==> src/rtl/alu_multicycle.sv <==
// Handshaked multi-cycle ALU: single-cycle logic ops, serial barrel shift and
// shift-add multiply, with registered result and Zero/Carry/Err flags.
module alu_multicycle #(
    parameter int W = 8
) (
    input  logic         Clk,
    input  logic         Reset_n,
    input  logic         in_valid,
    output logic         in_ready,
    input  logic [W-1:0] InputA,
    input  logic [W-1:0] InputB,
    input  logic [3:0]   OP,
    output logic         out_valid,
    input  logic         out_ready,
    output logic [W-1:0] Out,
    output logic         Zero,
    output logic         Carry,
    output logic         Err
);
    localparam int SW = $clog2(W);

    typedef enum logic [1:0] {IDLE, BUSY, DONE} state_t;
    typedef enum logic [3:0] {
        OP_XOR = 4'd0, OP_RXOR = 4'd1, OP_OR  = 4'd2, OP_BEQ = 4'd3,
        OP_AND = 4'd4, OP_MA   = 4'd5, OP_BS  = 4'd6, OP_ADD = 4'd7,
        OP_SUB = 4'd8, OP_MUL  = 4'd9
    } opcode_t;

    state_t          state;
    logic [SW-1:0]   cnt;
    logic [2*W-1:0]  acc;
    logic [2*W-1:0]  mcand;
    logic [W-1:0]    mplier;
    logic            is_mul;
    logic            dir_q;

    logic            accept;
    logic [SW-1:0]   shamt;
    logic            dir;
    logic [W-1:0]    a_sh1;
    logic [W:0]      sum;
    logic            multi;
    logic [W-1:0]    res;
    logic            res_zero;
    logic            res_carry;
    logic            res_err;
    logic [2*W-1:0]  mul_next;
    logic [W-1:0]    sh_next;

    assign in_ready  = Reset_n && (state == IDLE || (state == DONE && out_ready));
    assign out_valid = (state == DONE);
    assign accept    = in_valid && in_ready;

    always_comb begin
        shamt     = InputB[SW-1:0];
        dir       = InputB[SW];
        a_sh1     = dir ? (InputA >> 1) : (InputA << 1);
        sum       = {1'b0, InputA} + {1'b0, InputB};
        multi     = (OP == OP_MUL) || (OP == OP_BS && shamt > SW'(1));
        res       = '0;
        res_carry = 1'b0;
        res_err   = 1'b0;
        case (OP)
            OP_XOR:  res = InputA ^ InputB;
            OP_RXOR: res[0] = ^InputB;
            OP_OR:   res = InputA | InputB;
            OP_BEQ:  res = '0;
            OP_AND:  res = InputA & InputB;
            OP_MA:   res = '0;
            OP_BS:   res = (shamt == '0) ? InputA : a_sh1;
            OP_ADD: begin
                res       = sum[W-1:0];
                res_carry = sum[W];
            end
            OP_SUB: begin
                res       = InputA - InputB;
                res_carry = (InputA >= InputB);
            end
            OP_MUL:  res = '0;
            default: res_err = 1'b1;
        endcase
        res_zero = (OP == OP_BEQ) ? (InputA == InputB) : (res == '0);
    end

    // One multiply iteration / one 1-bit shift per BUSY edge.
    always_comb begin
        mul_next = acc + (mplier[0] ? mcand : '0);
        sh_next  = dir_q ? (acc[W-1:0] >> 1) : (acc[W-1:0] << 1);
    end

    always_ff @(posedge Clk or negedge Reset_n) begin
        if (!Reset_n) begin
            state  <= IDLE;
            cnt    <= '0;
            acc    <= '0;
            mcand  <= '0;
            mplier <= '0;
            is_mul <= 1'b0;
            dir_q  <= 1'b0;
            Out    <= '0;
            Zero   <= 1'b0;
            Carry  <= 1'b0;
            Err    <= 1'b0;
        end else begin
            case (state)
                IDLE, DONE: begin
                    if (accept) begin
                        if (multi) begin
                            // The accepting edge already performs the first step.
                            state  <= BUSY;
                            is_mul <= (OP == OP_MUL);
                            dir_q  <= dir;
                            if (OP == OP_MUL) begin
                                acc    <= InputB[0] ? {{W{1'b0}}, InputA} : '0;
                                mcand  <= {{W{1'b0}}, InputA} << 1;
                                mplier <= InputB >> 1;
                                cnt    <= SW'(W - 1);
                            end else begin
                                acc    <= {{W{1'b0}}, a_sh1};
                                cnt    <= shamt - SW'(1);
                            end
                        end else begin
                            state <= DONE;
                            Out   <= res;
                            Zero  <= res_zero;
                            Carry <= res_carry;
                            Err   <= res_err;
                        end
                    end else if (state == DONE && out_ready) begin
                        state <= IDLE;
                    end
                end
                BUSY: begin
                    if (is_mul) begin
                        acc    <= mul_next;
                        mcand  <= mcand << 1;
                        mplier <= mplier >> 1;
                    end else begin
                        acc <= {{W{1'b0}}, sh_next};
                    end
                    if (cnt == SW'(1)) begin
                        state <= DONE;
                        Err   <= 1'b0;
                        if (is_mul) begin
                            Out   <= mul_next[W-1:0];
                            Zero  <= (mul_next[W-1:0] == '0);
                            Carry <= |mul_next[2*W-1:W];
                        end else begin
                            Out   <= sh_next;
                            Zero  <= (sh_next == '0);
                            Carry <= 1'b0;
                        end
                    end else begin
                        cnt <= cnt - SW'(1);
                    end
                end
                default: state <= IDLE;
            endcase
        end
    end
endmodule

==> config.mk <==
export PLATFORM = sky130hd
export DESIGN_NAME = alu_multicycle
export DESIGN_NICKNAME = d
export VERILOG_FILES = /design/src/rtl/alu_multicycle.sv
export SDC_FILE = /design/constraint.sdc
export NUM_CORES = 1
export LEC_CHECK = 0
export ABC_CLOCK_PERIOD_IN_PS = 3900
export BUFFER_PORTS_ARGS = -buffer_cell sky130_fd_sc_hd__buf_2
export CAP_MARGIN = 40
export CORE_ASPECT_RATIO = 1.25
export CORE_MARGIN = 2
export CORE_UTILIZATION = 50
export CTS_CLUSTER_DIAMETER = 150
export DETAILED_ROUTE_END_ITERATION = 8
export MAX_ROUTING_LAYER = met4
export PLACE_DENSITY_LB_ADDON = 0.2
export SYNTH_ARGS = -nofsm -noshare
export SYNTH_HDL_FRONTEND = slang
export SYNTH_SLANG_ARGS = --single-unit
==> constraint.sdc <==
create_clock -name Clk -period 3.9 [get_ports Clk]
set_clock_uncertainty 0.15 [all_clocks]
set_input_delay 0.195 -clock Clk [delete_from_list [all_inputs] [get_ports Clk]]
set_output_delay 0.195 -clock Clk [all_outputs]
set_load 0.01 [all_outputs]
* Yosys cells after proc, flatten, opt, wreduce, memory -nomap -nowiden *
Cells that the tools add are included.

operators by class
  muxes and demuxes = 54
  shifts and indexed selects = 0
  reductions and logical operators = 23
  bitwise gates (word level) = 3
  $mul = 0
  divide/modulo/power cells = 0
  magnitude comparators = 2
  add/sub/neg operators = 5
  equality and inequality tests = 21

operators with widths
  cell                                            count
  two-way mux 16 bit                              8
  two-way mux 8 bit                               13
  one-hot mux 16 bit (2 select lines)             2
  one-hot mux 7 bit (6 select lines)              1
  one-hot mux 8 bit (2 select lines)              2
  zero test 8 bit                                 3
  adder 16 bit                                    1
  == test 4 x 3 -> 1 bit (second input constant)  4
  != test 2 bit (second input constant)           7
  two-way mux 1 bit                               13
  two-way mux 3 bit                               4
  OR reduction 10 bit                             1
  adder 8 x 8 -> 9 bit                            1
  bitwise AND 8 bit                               1
  == test 4 x 2 -> 1 bit (second input constant)  2
  == test 4 bit (second input constant)           2
  == test 8 bit                                   1
  >= comparator 8 bit                             1
  two-way mux 2 bit                               4
  OR 8 bit                                        1
  one-hot mux 1 bit (2 select lines)              4
  AND reduction 4 bit                             2
  OR reduction 8 bit                              1
  XOR reduction 8 bit                             1
  22 further kinds                                28

word-level totals
  memories kept = 0
  output and inout port bits = 13
  RAM bits = 0
  bits in read-only memories = 0
  input bits = 24
  latch bits = 0
  flip-flop bits (word level) = 58

* Logic depth before layout (Yosys ltp) *
  depth in word-level cells = 8
  mapped depth = 13

* Worst setup path after synthesis *
No wires, ideal clock.

  path kind = register to register
  start point = register mplier[0]
  end point = register Carry
  period minus slack after synthesis = 3124 ps
  cell stages (with the launch flop) = 14
  path buffers = 1
  data required time = 3609 ps
  data arrival time = 2833 ps
  path slack = 776 ps
  setup time = 141 ps
  cells stage by stage = dfrtp_1 -> clkbuf_1 -> and2_1 -> ha_1 -> inv_1 -> fa_1 -> nor2b_4 -> o31a_1 -> or4_1 -> a311oi_2 -> xor2_1 -> nand4_1 -> o41ai_2 -> a31oi_1

between the ends
  word-level cells in the longest chain between the ends = 6

RTL lines
  item                                line  text
  start: declaration                  33    logic [W-1:0] mplier;
  start signal: assignment            116   mplier <= InputB >> 1;
  start signal: assignment            137   mplier <= mplier >> 1;
  two-way mux 16 bit                  87    mul_next = acc + (mplier[0] ? mcand : '0);
  adder 16 bit                        87
  OR reduction 8 bit                  147   Carry <= |mul_next[2*W-1:W];
  two-way mux 1 bit                   144   if (is_mul) begin
  two-way mux 1 bit                   141   if (cnt == SW'(1)) begin
  one-hot mux 1 bit (2 select lines)  105   case (state)
  end signal: assignment              126   Carry <= res_carry;
  end signal: assignment              147
  end: declaration                    17    output logic Carry,

Every way passes these cells. The select of a mux whose other input is x is not followed.
A chain may end at the register's enable or synchronous reset.

* Worst setup path in the final report *
Same ends and word-level chain as after synthesis.

==> results by group <==
Outcome
  • Result of the run: complete, no violations

Synthesis
  • Warning count from the yosys run: 0
  • Cell type with the highest aggregate area in the netlist: dfrtp_1
  • Primary FF master, synth: dfrtp_1
  • Area share of the largest cell type after synthesis: 28.15%
  • Post-synth design cell area: 0.004979 mm^2
  • Most area-consuming cells after synthesis: dfrtp_1 28%, ha_1 11%, o21ai_0 6.3%, nand2_1 4.9%, a21oi_1 4.6%
  • FFs w/ async S/R, synth: 100.0%
  • Distinct cell type count after synthesis: 61
  • Count of flip-flops with a built-in enable after synthesis: 0
  • Mapped Avg Cell Area: 8.004 um^2
  • #FFs+latches synth: 56
  • Proportion of synthesized chip area in sequential cells: 28.15%
  • Net count after synthesis: about 690
  • Cells after Synth: 622

Critical path
  • Worst path required time: 3890 ps
  • End point of the critical path: Carry
  • Critical path launch point: mplier[0]
  • Worst Reg2Reg Path Length in Cells: 12
  • Critical Path Source Type: flip-flop
  • Critical path fanouts, max: 16
  • Startpoint-to-endpoint class of the critical path: reg2reg
  • Critical register-to-register path endpoint: Carry
  • Launch instance of the worst register-to-register path: mplier[0]
  • Kind of end point of the critical path: flip-flop
  • CP Data Arrival Time: 3340 ps
  • Flop-to-flop setup slack: 550 ps

STA
  • Final setup viols: 0
  • Total count of max-transition violations in the final report: 0
  • Setup repair after global routing missed its margin: no
  • Highest clock frequency the design can meet: 298.3 MHz
  • Final hold vios: 0
  • Worst relative slew slack: a little under half
  • Measured slew at the worst slew-check pin: 784.5 ps
  • Ratio of final minimum period to clock period: 85.95%
  • Final TNS setup: 0 ps
  • Final period demand of the worst path: 3352 ps

Pwr
  • Comb power frac: 46.2%
  • Static Leakage: approximately 0.0024 uW
  • Power density over the cells: slightly above 500 mW/mm^2
  • Internal Dissipation: 1587 uW
  • Max VDD drop: around 200 uV
  • Switching power summed over all nets: 1196 uW
  • Clock share of power: 16.6%
  • Sequential Power Share: 37.2%
  • Fraction of power spent switching nets: 42.97%

Floorplan
  • Count of standard-cell rows: 40
  • Core area: 0.009659 mm^2
  • DIE AREA: ~0.011 mm^2
  • Initial cell density of the core: 51.54%
  • Die Height: 115.6 um
  • Width of the die: 93.25 um
  • Boundary pin count: 37

Drt
  • WL per Instance: 18.72 um
  • Final wirelength: 14.27 mm
  • Drt drc: 0
  • Detailed-route vias per instance: 6.089
  • Detail Route Antenna Nets: 0
  • Iter 0 DRT Violations: 325
  • Via count of the routed design: 4,640
  • Detailed-routing iteration count for the pre-antenna-repair pass: 5

CTS
  • Clock tree from TritonCTS: done
  • Number of post-CTS setup repair buffers: 0
  • Root buffer cell: clkbuf_16
  • Clock transition at path regs: 70 ps
  • Maximum clock path buffer count: 2
  • Worst-Skew Late Latency: 290 ps
  • Number of buffers created by CTS: 5
  • TritonCTS Sinks: 56
  • Number of levels in the clock H-tree: 2

Worst hold path
  • Number of cells on the worst hold path: 2
  • Hold Path Class: in2reg

Cells and area
  • Diodes inserted: 0
  • Utilization after layout: roughly 56%
  • Area of all placed cells without fillers: 0.005373 mm^2
  • Number of nets in the finished design: 705
  • Layout cell share with drive strength beyond 1: 10.22%
  • Synth-to-layout area growth: 7.917%
  • Final non-filler cell total: 762

Global route
  • Wire length of the first global-routing pass: 23.60 mm
  • Leftover overflow at the end of global routing: 0
  • Initial antenna violation count: 0
  • Vias in the first global route: roughly 4,600
  • Pin count of the biggest net entering global routing: between 50 and 60
  • Global router's overall resource usage: roughly 29%

Placed design
  • Number of buffer cells added on primary ports: 36
  • Dpl cells: 753
  • DP HPWL: 10.99 mm
  • Placed inst area: 0.005214 mm^2
  • GPL Wtd Cong: 0.9194

Job
  • Max Cap Viol: 0
## what timing repair did
action | 4_1_cts | 5_1_grt
hold buffers | 1 | 0
hold endpoints to repair | 56 | 0
resized for setup | 0 | 0
## worst max-delay path: stages (launching register included)
cell and delay (ps):
dfrtp_1 530, and2_1 210, ha_1 200, inv_1 80, fa_1 250, nor2b_4 60, o31a_1 270, or4_1 420
a311oi_2 290, xor2_1 200, nand4_1 130, o41ai_2 300, a31oi_1 110
## layout make-up
cell class / count / area [um^2]
sequential: 56 / 1401
inverter: 34 / 127.6
multi-input combinational: 494 / 3294
clock inverter: 2 / 10.01
tap: 126 / 157.7
timing repair buffer: 44 / 242.7
fill: 918 / 4287
clock buffer: 6 / 138.9
## cells in the mapped netlist, types with 5 or more instances
cell type,n
a211oi_1,8
a21oi_1,46
a221oi_1,7
a22o_1,15
and2_1,15
buf_2,6
clkbuf_1,29
dfrtp_1,56
ha_1,43
inv_1,34
mux2i_1,16
nand2_1,65
nand3_1,15
nor2_1,56
nor2b_1,10
nor3_1,12
nor4_1,6
o211ai_1,16
o21ai_0,63
o21bai_1,7
xnor2_1,14
xor2_1,5
## sequential cells by signal, summed over array words and instances, names as in the netlist
register / count
cnt: 3
is_mul: 1
dir_q: 1
acc: 16
state: 2
mplier: 7
Carry: 1
mcand: 15
Zero: 1
Out: 8
Err: 1
## metal layers
layer / vias up / GRT usage, % / wire length, um / share of wire, %
met5: - / - / 0 / 0
met4: 0 / 12.45 / 552 / 3.9
met3: 36 / 2.276 / 477 / 3.3
met2: 133 / 49.21 / 7283 / 51
met1: 2206 / 34.23 / 5954 / 42
li1: 2265 / - / - / -
## cells by family (layout without fill, tap and decap cells)
family                     Yosys count  count (layout)  synth area share, %
AOI/OAI and AO/OA                  203             203                26.79
buffers and inverters               72              86                5.805
muxes                               17              17                3.443
adders and majority gates           46              46                12.01
and+or+nand+nor                    209             209                20.46
xor gates and xnor gates            19              19                3.343
DFF                                 56              56                28.15
## power groups by stage
| stage | registers [uW] | logic, uW | clock network [uW] |
|---|---|---|---|
| floorplan | 969 | 960 | 0 |
| global placement | 1030 | 1250 | 0 |
| detailed placement | 1040 | 1270 | 0 |
| CTS | 1030 | 1280 | 471 |
| global route | 1070 | 1440 | 490 |
| finish | 1040 | 1290 | 461 |
## how the worst min path moves through the flow
stage          slack (ps)         to  startpoint
3_3_place_gp          240   state[0]     Reset_n
5_1_grt                60  mplier[6]   InputB[7]
2_1_floorplan        -250      Carry     Reset_n
3_5_place_dp          250        Err     Reset_n
4_1_cts                50  mplier[6]   InputB[7]
6_report               50  mplier[6]   InputB[7]
## stage by stage
step	hold WS (ps)	power, uW	worst slack (ps)
2_1_floorplan	-250.6	1928	775.9
3_3_place_gp	236.5	2280	688.9
3_5_place_dp	251.9	2315	549.5
4_1_cts	51.96	2788	537.5
5_1_grt	62.17	3003	323.3
6_report	49.22	2783	548.1
## cell usage in the layout, fill, tap and decap left out, drive strengths merged, types with 4 or more instances in the layout
master,count
ha,43
a211oi,9
nor2,56
buf,43
a21oi,46
xnor2,14
nor2b,11
nor3,12
nand2b,4
o211ai,16
a221oi,7
o21bai,7
inv,34
o21ai,65
clkbuf,6
xor2,5
nand3,15
a31oi,4
dfrtp,56
nor3b,4
and2,16
nand2,65
nor4,6
mux2i,16
a22o,15
(Power assumes the default switching activity.)
